## src/rtl/scan_dispatcher.sv

```systemverilog
// scan_dispatcher: buffers laser-scan beam endpoints in a small FIFO and
// launches one Bresenham ray trace per beam over a start/busy handshake.
// Reports end-of-scan with a per-scan traced-beam count.
// Optional feature macro: SCAN_DISPATCHER_STATS_EN adds the stall_count port,
// a saturating count of cycles where a beam was offered while the FIFO was full.
module scan_dispatcher #(
  parameter int unsigned DEPTH   = 8,
  parameter int unsigned COORD_W = 8,
  parameter int unsigned CNT_W   = 16
) (
  input  logic               clock,
  input  logic               reset_n,
  input  logic               beam_valid,
  input  logic [COORD_W-1:0] beam_x,
  input  logic [COORD_W-1:0] beam_y,
  input  logic               beam_last,
  output logic               beam_ready,
  output logic               ray_start,
  output logic [COORD_W-1:0] ray_x,
  output logic [COORD_W-1:0] ray_y,
  input  logic               ray_busy,
  output logic               scan_done,
  output logic [CNT_W-1:0]   scan_beams
`ifdef SCAN_DISPATCHER_STATS_EN
  ,
  output logic [CNT_W-1:0]   stall_count
`endif
);

  localparam int unsigned AW      = (DEPTH > 1) ? $clog2(DEPTH) : 1;
  localparam int unsigned ENTRY_W = 2 * COORD_W + 1;
  localparam logic [AW:0] FULL_CNT = (AW + 1)'(DEPTH);

  typedef enum logic [1:0] {
    IDLE   = 2'd0,
    LAUNCH = 2'd1,
    DRAIN  = 2'd2
  } state_t;

  state_t             state;
  logic [ENTRY_W-1:0] mem [DEPTH];
  logic [AW-1:0]      wr_ptr;
  logic [AW-1:0]      rd_ptr;
  logic [AW:0]        count;
  logic               full;
  logic               empty;
  logic               push;
  logic               pop;
  logic [ENTRY_W-1:0] head;
  logic [COORD_W-1:0] head_x;
  logic [COORD_W-1:0] head_y;
  logic               head_last;
  logic               last_r;
  logic [CNT_W-1:0]   beam_cnt;
  logic [CNT_W-1:0]   cnt_inc;

  assign full       = (count == FULL_CNT);
  assign empty      = (count == '0);
  assign beam_ready = ~full;
  assign push       = beam_valid & ~full;
  // Pop only when the sequencer is idle and the tracer is free.
  assign pop        = (state == IDLE) & ~empty & ~ray_busy;

  assign head      = mem[rd_ptr];
  assign head_x    = head[ENTRY_W-1 -: COORD_W];
  assign head_y    = head[COORD_W:1];
  assign head_last = head[0];

  // Saturating increment of the per-scan beam counter.
  always_comb begin
    cnt_inc = beam_cnt;
    if (beam_cnt != '1) cnt_inc = beam_cnt + 1'b1;
  end

  // FIFO storage write; contents need no reset since occupancy gates reads.
  always_ff @(posedge clock) begin
    if (push) mem[wr_ptr] <= {beam_x, beam_y, beam_last};
  end

  // FIFO pointers and occupancy; simultaneous push/pop keeps occupancy.
  always_ff @(posedge clock or negedge reset_n) begin
    if (!reset_n) begin
      wr_ptr <= '0;
      rd_ptr <= '0;
      count  <= '0;
    end else begin
      if (push) wr_ptr <= wr_ptr + 1'b1;
      if (pop)  rd_ptr <= rd_ptr + 1'b1;
      case ({push, pop})
        2'b10:   count <= count + 1'b1;
        2'b01:   count <= count - 1'b1;
        default: count <= count;
      endcase
    end
  end

  // Launch/drain sequencer with registered handshake and scan reporting.
  always_ff @(posedge clock or negedge reset_n) begin
    if (!reset_n) begin
      state      <= IDLE;
      ray_start  <= 1'b0;
      ray_x      <= '0;
      ray_y      <= '0;
      last_r     <= 1'b0;
      scan_done  <= 1'b0;
      scan_beams <= '0;
      beam_cnt   <= '0;
    end else begin
      scan_done <= 1'b0;
      case (state)
        IDLE: begin
          if (pop) begin
            ray_x     <= head_x;
            ray_y     <= head_y;
            last_r    <= head_last;
            ray_start <= 1'b1;
            state     <= LAUNCH;
          end
        end
        LAUNCH: begin
          if (ray_busy) begin
            ray_start <= 1'b0;
            state     <= DRAIN;
          end
        end
        DRAIN: begin
          if (!ray_busy) begin
            state <= IDLE;
            if (last_r) begin
              scan_done  <= 1'b1;
              scan_beams <= cnt_inc;
              beam_cnt   <= '0;
            end else begin
              beam_cnt <= cnt_inc;
            end
          end
        end
        default: begin
          state     <= IDLE;
          ray_start <= 1'b0;
        end
      endcase
    end
  end

`ifdef SCAN_DISPATCHER_STATS_EN
  // Saturating count of offered-but-refused beam cycles.
  always_ff @(posedge clock or negedge reset_n) begin
    if (!reset_n) begin
      stall_count <= '0;
    end else if (beam_valid && !beam_ready && (stall_count != '1)) begin
      stall_count <= stall_count + 1'b1;
    end
  end
`endif

endmodule

```

## config.mk

```make
export PLATFORM = sky130hd
export DESIGN_NAME = scan_dispatcher
export DESIGN_NICKNAME = d
export VERILOG_FILES = /design/src/rtl/scan_dispatcher.sv
export SDC_FILE = /design/constraint.sdc
export NUM_CORES = 1
export LEC_CHECK = 0
export CAP_MARGIN = 20
export CORE_MARGIN = 2
export CORE_UTILIZATION = 47
export CTS_BUF_LIST = sky130_fd_sc_hd__clkbuf_4 sky130_fd_sc_hd__clkbuf_8
export DETAILED_ROUTE_END_ITERATION = 8
export HOLD_SLACK_MARGIN = 0.03
export PLACE_DENSITY = 0.77
export SLEW_MARGIN = 20
export SYNTH_ARGS = -nofsm -noshare
export SYNTH_HDL_FRONTEND = slang
export SYNTH_SLANG_ARGS = --single-unit
export TNS_END_PERCENT = 50
```

## constraint.sdc

```tcl
create_clock -name clock -period 3.4 [get_ports clock]
set_input_delay 0.85 -clock clock [delete_from_list [all_inputs] [get_ports clock]]
set_output_delay 0.85 -clock clock [all_outputs]
set_load 0.05 [all_outputs]
```

# After elaboration in Yosys (flattened, before gate mapping)
# Memories as Yosys holds them, arrays and structs flattened. A register that Yosys moved wholly into a read port is not among the register bits.
# Cells that the tools add are included.
dict set report classes {
  addsub 5
  eq_ne 9
  mux 15
  bitwise_logic 7
  n_reduce_logical 9
}
# op count
set ops {}
lappend ops {{16-bit 2-to-1 mux} 2}
lappend ops {{16-bit by 1-bit adder with 16-bit output, second input constant} 1}
lappend ops {{16-bit inequality test, second input constant} 1}
lappend ops {{3-bit AND reduction} 3}
lappend ops {{4-bit one-hot mux with 2 select lines} 1}
lappend ops {{1-bit 2-to-1 mux} 7}
lappend ops {{3-bit by 1-bit adder with 3-bit output, second input constant} 2}
lappend ops {{2-bit 2-to-1 mux} 3}
lappend ops {{2-bit inequality test, second input constant} 3}
lappend ops {{2-bit one-hot mux with 3 select lines} 1}
lappend ops {{4-bit by 1-bit adder with 4-bit output, second input constant} 1}
lappend ops {{2-bit by 1-bit equality test with 1-bit output, second input constant} 2}
lappend ops {{2-bit equality test, second input constant} 2}
lappend ops {{4-bit equality test, second input constant} 1}
lappend ops {{4-bit logical NOT} 1}
lappend ops {{1-bit inverter} 4}
lappend ops {{2-bit AND reduction} 2}
lappend ops {{4-bit by 1-bit subtractor with 4-bit output, second input constant} 1}
lappend ops {{1-bit AND} 3}
lappend ops {{1-bit one-hot mux with 3 select lines} 1}
lappend ops {{2-bit logical NOT} 1}
lappend ops {{2-bit nonzero test} 1}
lappend ops {{1-bit logical NOT} 1}
dict set report word_totals {
  reg_bits 46
  mem_bits_rw 136
  in_bits 21
  output_inout_bits 35
  elab_cells 54
  memories 1
}
# memory depth word_bits rd rd_clocked_by_memory_dff write_ports line_no
set memory_table {}
lappend memory_table {mem 8 17 1 1 1 41} ;# logic [ENTRY_W-1:0] mem [DEPTH];

# Longest topological paths before layout
# Gate-level depths: netlist of run 1.
dict set report logic_depth {
  word_depth 6
  depth_mapped 11
  ltp_nobuf 9
}

# Worst setup path before layout of run 1
# Ideal clock, no wire load.
dict set report synth_timing {
  kind {reg-to-reg}
  from {reg count[3]}
  to {mem mem[1][0] (netlist bit), enable pin}
  setup_ns 0.441
  t_arrival_ns 3.269
  t_required_ns 2.959
  setup_slack_ns -0.310
  path_stages_with_launch 5
  n_path_buf 1
  synth_period_minus_slack_ns 3.710
  path_cell_list {dfrtp_1 > or4b_1 > clkbuf_1 > nand2_1 > nor4b_1}
}
dict set report synth_between {
  elab_chain_cells 5
}
# element line_no
set synth_lines {}
lappend synth_lines {{start, declared} 44} ;# logic [AW:0] count;
lappend synth_lines {{start signal, assigned} 90} ;# 2'b10: count <= count + 1'b1;
lappend synth_lines {{start signal, assigned} 91} ;# 2'b01: count <= count - 1'b1;
lappend synth_lines {{start signal, assigned} 92} ;# default: count <= count;
lappend synth_lines {{4-bit equality test} 57} ;# assign full = (count == FULL_CNT);
lappend synth_lines {{1-bit inverter} n/a}
lappend synth_lines {{via beam_ready} 17} ;# output logic beam_ready,
lappend synth_lines {{1-bit AND} 60} ;# assign push = beam_valid & ~full;
lappend synth_lines {{1-bit 2-to-1 mux} 77} ;# if (push) mem[wr_ptr] <= {beam_x, beam_y, beam_last};
lappend synth_lines {{1-bit 2-to-1 mux (not written as such)} 77}
lappend synth_lines {{end, declared} 41}
# The timed path passes the listed nets, and every way through them passes these cells.

# Worst setup path after layout of run 1
dict set report layout_timing {
  from {reg count[0]}
  to {out beam_ready}
}
dict set report layout_between {
  elab_chain_cells 2
}
# element line_no
set layout_lines {}
lappend layout_lines {{4-bit equality test} 57}
lappend layout_lines {{1-bit inverter} 59} ;# assign beam_ready = ~full;
lappend layout_lines {{end, declared} 17}
# Every way passes these cells.

==> summary.txt, run 1 <==
Outcome
  • Status: complete, no violations

Place
  • I/O Buffers: 55
  • Inst Count DP: 794
  • Placed instance area: roughly 9100 sq um
  • Post-detail-place hpwl: 10.14 mm
  • Gpl congestion: 0.8347

STA
  • Max-slew headroom: 0.5402
  • Fmax achieved: 318.6 MHz
  • Worst slew pin tran: 0.6896 ns
  • Final Hold Viols: 0
  • Final TNS setup: 0 ns
  • RSZ-0062 raised after global routing: no
  • Post-Route Skew: 0.01279 ns
  • Max Slew Vio Count: 0
  • Period Utilization, post-route: 0.9231
  • Final setup fails: 0
  • Final min period: 3.138 ns

Synth
  • Netlist cell types: 60
  • Largest family of logic cells by synthesized area: multiplexers
  • Mux contribution to synthesized area: 0.1203
  • Xor/xnor share of the synthesized area: 0.01599
  • FFs w/ async S/R, synth: 0.3166
  • Warnings, synthesis: 0
  • Avg Cell Area, Syn: 15.59 sq um
  • Post-Synthesis Cell Area: ~8200 sq um
  • Synth Register Bits: 199
  • Sequential-to-total area share from yosys stat: 0.6889
  • Simple-Gate Fraction of Synth Area: 0.08467
  • Post-Syn Nets: 553
  • Synth Area in Adders: 0.007614
  • Predominant post-synthesis flop cell: edfxtp_1
  • Synthesized instance count: 527
  • Compound-Gate Fraction of Synth Area: 0.06061
  • Post-synth EDFFs: 136

Route
  • DR DRC count: 0
  • Post-DRT Antenna Nets: 0
  • DR WL/cell: 19.89 um
  • Pre-antenna DRT Iters: 5
  • Avg Vias per Cell: 5.706
  • Final WL: 16.45 mm
  • Initial DRC Count: 299
  • Routed vias: ~4700

Floorplanning
  • Initial core utilization: 0.4784
  • Top-level I/O count: 56
  • Core area: 17180 sq um
  • Rows: 48
  • Die area: 18560 sq um
  • Die width: approximately 140 um
  • Die Ht: about 140 um

Global route
  • Total track usage: 0.1886
  • Largest net degree at the start of global routing: 37
  • Initial antenna violation count: 1
  • GRT Residual Overflow: 0
  • Global-route wire length before repair: 25.76 mm
  • Number of global-route vias before repair: 4863

Worst setup path
  • Setup crit end kind: output pin
  • Reg2Reg Depth: 7
  • Crit-path cells: or4b_1, clkdlybuf4s50_1
  • Crit-path max FO: 6
  • Top delay family on crit path: buffers and inverters
  • Setup Crit Path Kind: flip-flop to output pin
  • CP Launch Type: flip-flop
  • CP peak stage delay: 0.74 ns
  • Arr. time, crit path: between 2 and 2.5 ns
  • CP Depth: 2
  • Worst path required time: 2.55 ns
  • Critical path's slowest cell: clkdlybuf4s50_1
  • Critical path buffers and inverters: 1

Flow run
  • Max-Cap Viols: 0

Clocking
  • Post-CTS setup buffers: 0
  • H-tree levels: 4
  • CTS Buffer Depth: 2
  • TritonCTS Sinks: approximately 200
  • Cts hold-fix bufs: 0
  • Post_cts resized: 0
  • TritonCTS buffer count: 17
  • Clock tree from TritonCTS: built
  • CTS clk-pin slew, worst paths: 0.11 ns
  • Clk_lat worst skew: between 0.4 and 0.5 ns
  • Root buffer cell: clkbuf_8

Cells and area
  • Most frequent cells in the layout: 136 x edfxtp_1, 62 x dfrtp_1, 54 x clkdlybuf4s50_1, 48 x nand2_1, 34 x mux4_2
  • Post-route cell area: 9515 sq um
  • Area Growth Syn to Fin: 15.81%
  • Final #Nets: 614
  • Layout cells sized above 1: 0.1797
  • Post-layout util: 0.5540
  • Commonest non-fill, non-tap cell in the layout: edfxtp_1
  • Final cell count without fillers: 827

Pwr
  • PD cells: 823.9 nW/um^2
  • Max IR drop VDD: 0.0006777 V
  • Overall power: 7.839 mW
  • Leakage: 3.362 nW

Worst hold path
  • Worst Hold Class: input pin to async pin
-- cell type report --
type	count	area, sq um
clock buffer	17	234.0
antenna	1	2.502
fill	1399	7661
sequential	199	5662
clock inverter	15	190.2
tap	225	281.5
multi-input combinational	287	2415
inverter	10	37.54
timing repair buffer	73	693.2
-- report_power, final --
part	switching (mW)	internal, mW
Combinational	1.57	1.15
Clock	0.882	0.687
Sequential	0.422	3.12
-- synth_stat cells (2+ instances only) --
cell      count  area share
a211oi_1      3      0.0027
a21oi_1      13      0.0079
a31o_2        3      0.0032
a31oi_1      12      0.0091
and2_1        2      0.0015
and3_1        3      0.0023
and4_1        2      0.0021
buf_1         3      0.0014
buf_2        14      0.0085
clkbuf_1     12      0.0055
dfrtp_1      63        0.19
edfxtp_1    136        0.50
ha_1          5      0.0076
inv_1         9      0.0041
mux2_2        2      0.0027
mux2i_1      20       0.024
mux4_2       34       0.093
nand2_1      48       0.022
nand2b_1      3      0.0023
nand3_1       5      0.0030
nand4_1       2      0.0015
nor2_1       20      0.0091
nor3_1        9      0.0055
nor3b_1       2      0.0018
nor4_1        9      0.0069
nor4b_1       2      0.0021
o211ai_1      3      0.0027
o21ai_0      30       0.018
o31ai_1       6      0.0055
or3_1         7      0.0053
or3b_2        2      0.0021
or4_1         2      0.0018
xnor2_1      13       0.014
xor2_1        2      0.0021
-- through the flow --
stage / setup WS, ns / hold slack (ns)
2_1_floorplan: -0.3099 / 0.4597
3_3_place_gp: 0.4730 / 0.4637
3_5_place_dp: 0.3419 / 0.4763
4_1_cts: 0.2332 / 0.3143
5_1_grt: 0.1665 / 0.3349
6_report: 0.2616 / 0.3267
-- registers in the layout (all words and copies together), names as in the netlist --
signal	flops
beam_cnt	16
scan_beams	16
count	4
scan_done	1
state	2
ray_x	8
ray_start	1
wr_ptr	3
last_r	1
ray_y	8
rd_ptr	3
mem	136
-- cell families (layout without fill, tap and decap cells) --
group / after synthesis / in the layout
DFF: 199 / 199
and+or+nand+nor: 130 / 130
AOI/OAI and AO/OA: 81 / 81
muxes: 56 / 56
buffers and inverters: 41 / 115
xor gates and xnor gates: 15 / 15
adders and majority gates: 5 / 5
other: 0 / 1
-- final timing paths --
check	startpoint	to	slack (ns)
hold reg to reg	scan_beams[7]	scan_beams[7]	0.49
setup / recovery	count[0]	beam_ready	0.26
hold / removal	reset_n	wr_ptr[1]	0.33
min in group clock	scan_beams[7]	scan_beams[7]	0.49
max in group asynchronous	reset_n	rd_ptr[0]	2.31
setup reg to reg	count[0]	count[3]	0.67
-- per-layer routing --
metal,share of wire,routed length [um],global-route usage
met5,0,0,0
met4,0.017,272,0.06019
met3,0.061,1006,0.05108
met2,0.53,8665,0.3361
met1,0.40,6507,0.2217
-- worst reg2reg max path: stages, from the launching register on --
cell     delay, ns
dfrtp_1       0.47
or4b_1        0.62
nand2_1       0.32
ha_1          0.32
or3b_2        0.47
a21oi_1       0.15
mux2i_1       0.11
xnor2_1       0.19
(Power assumes the default switching activity.)
==> run 2: changes to the inputs <==
--- a/config.mk
+++ b/config.mk
@@ -5,7 +5,7 @@
 export SDC_FILE = /design/constraint.sdc
 export NUM_CORES = 1
 export LEC_CHECK = 0
-export CAP_MARGIN = 20
+export CAP_MARGIN = 30
 export CORE_MARGIN = 2
 export CORE_UTILIZATION = 47
 export CTS_BUF_LIST = sky130_fd_sc_hd__clkbuf_4 sky130_fd_sc_hd__clkbuf_8
==> results of run 2 <==
The final DEF is identical to that of run 1; final timing and power are the same.
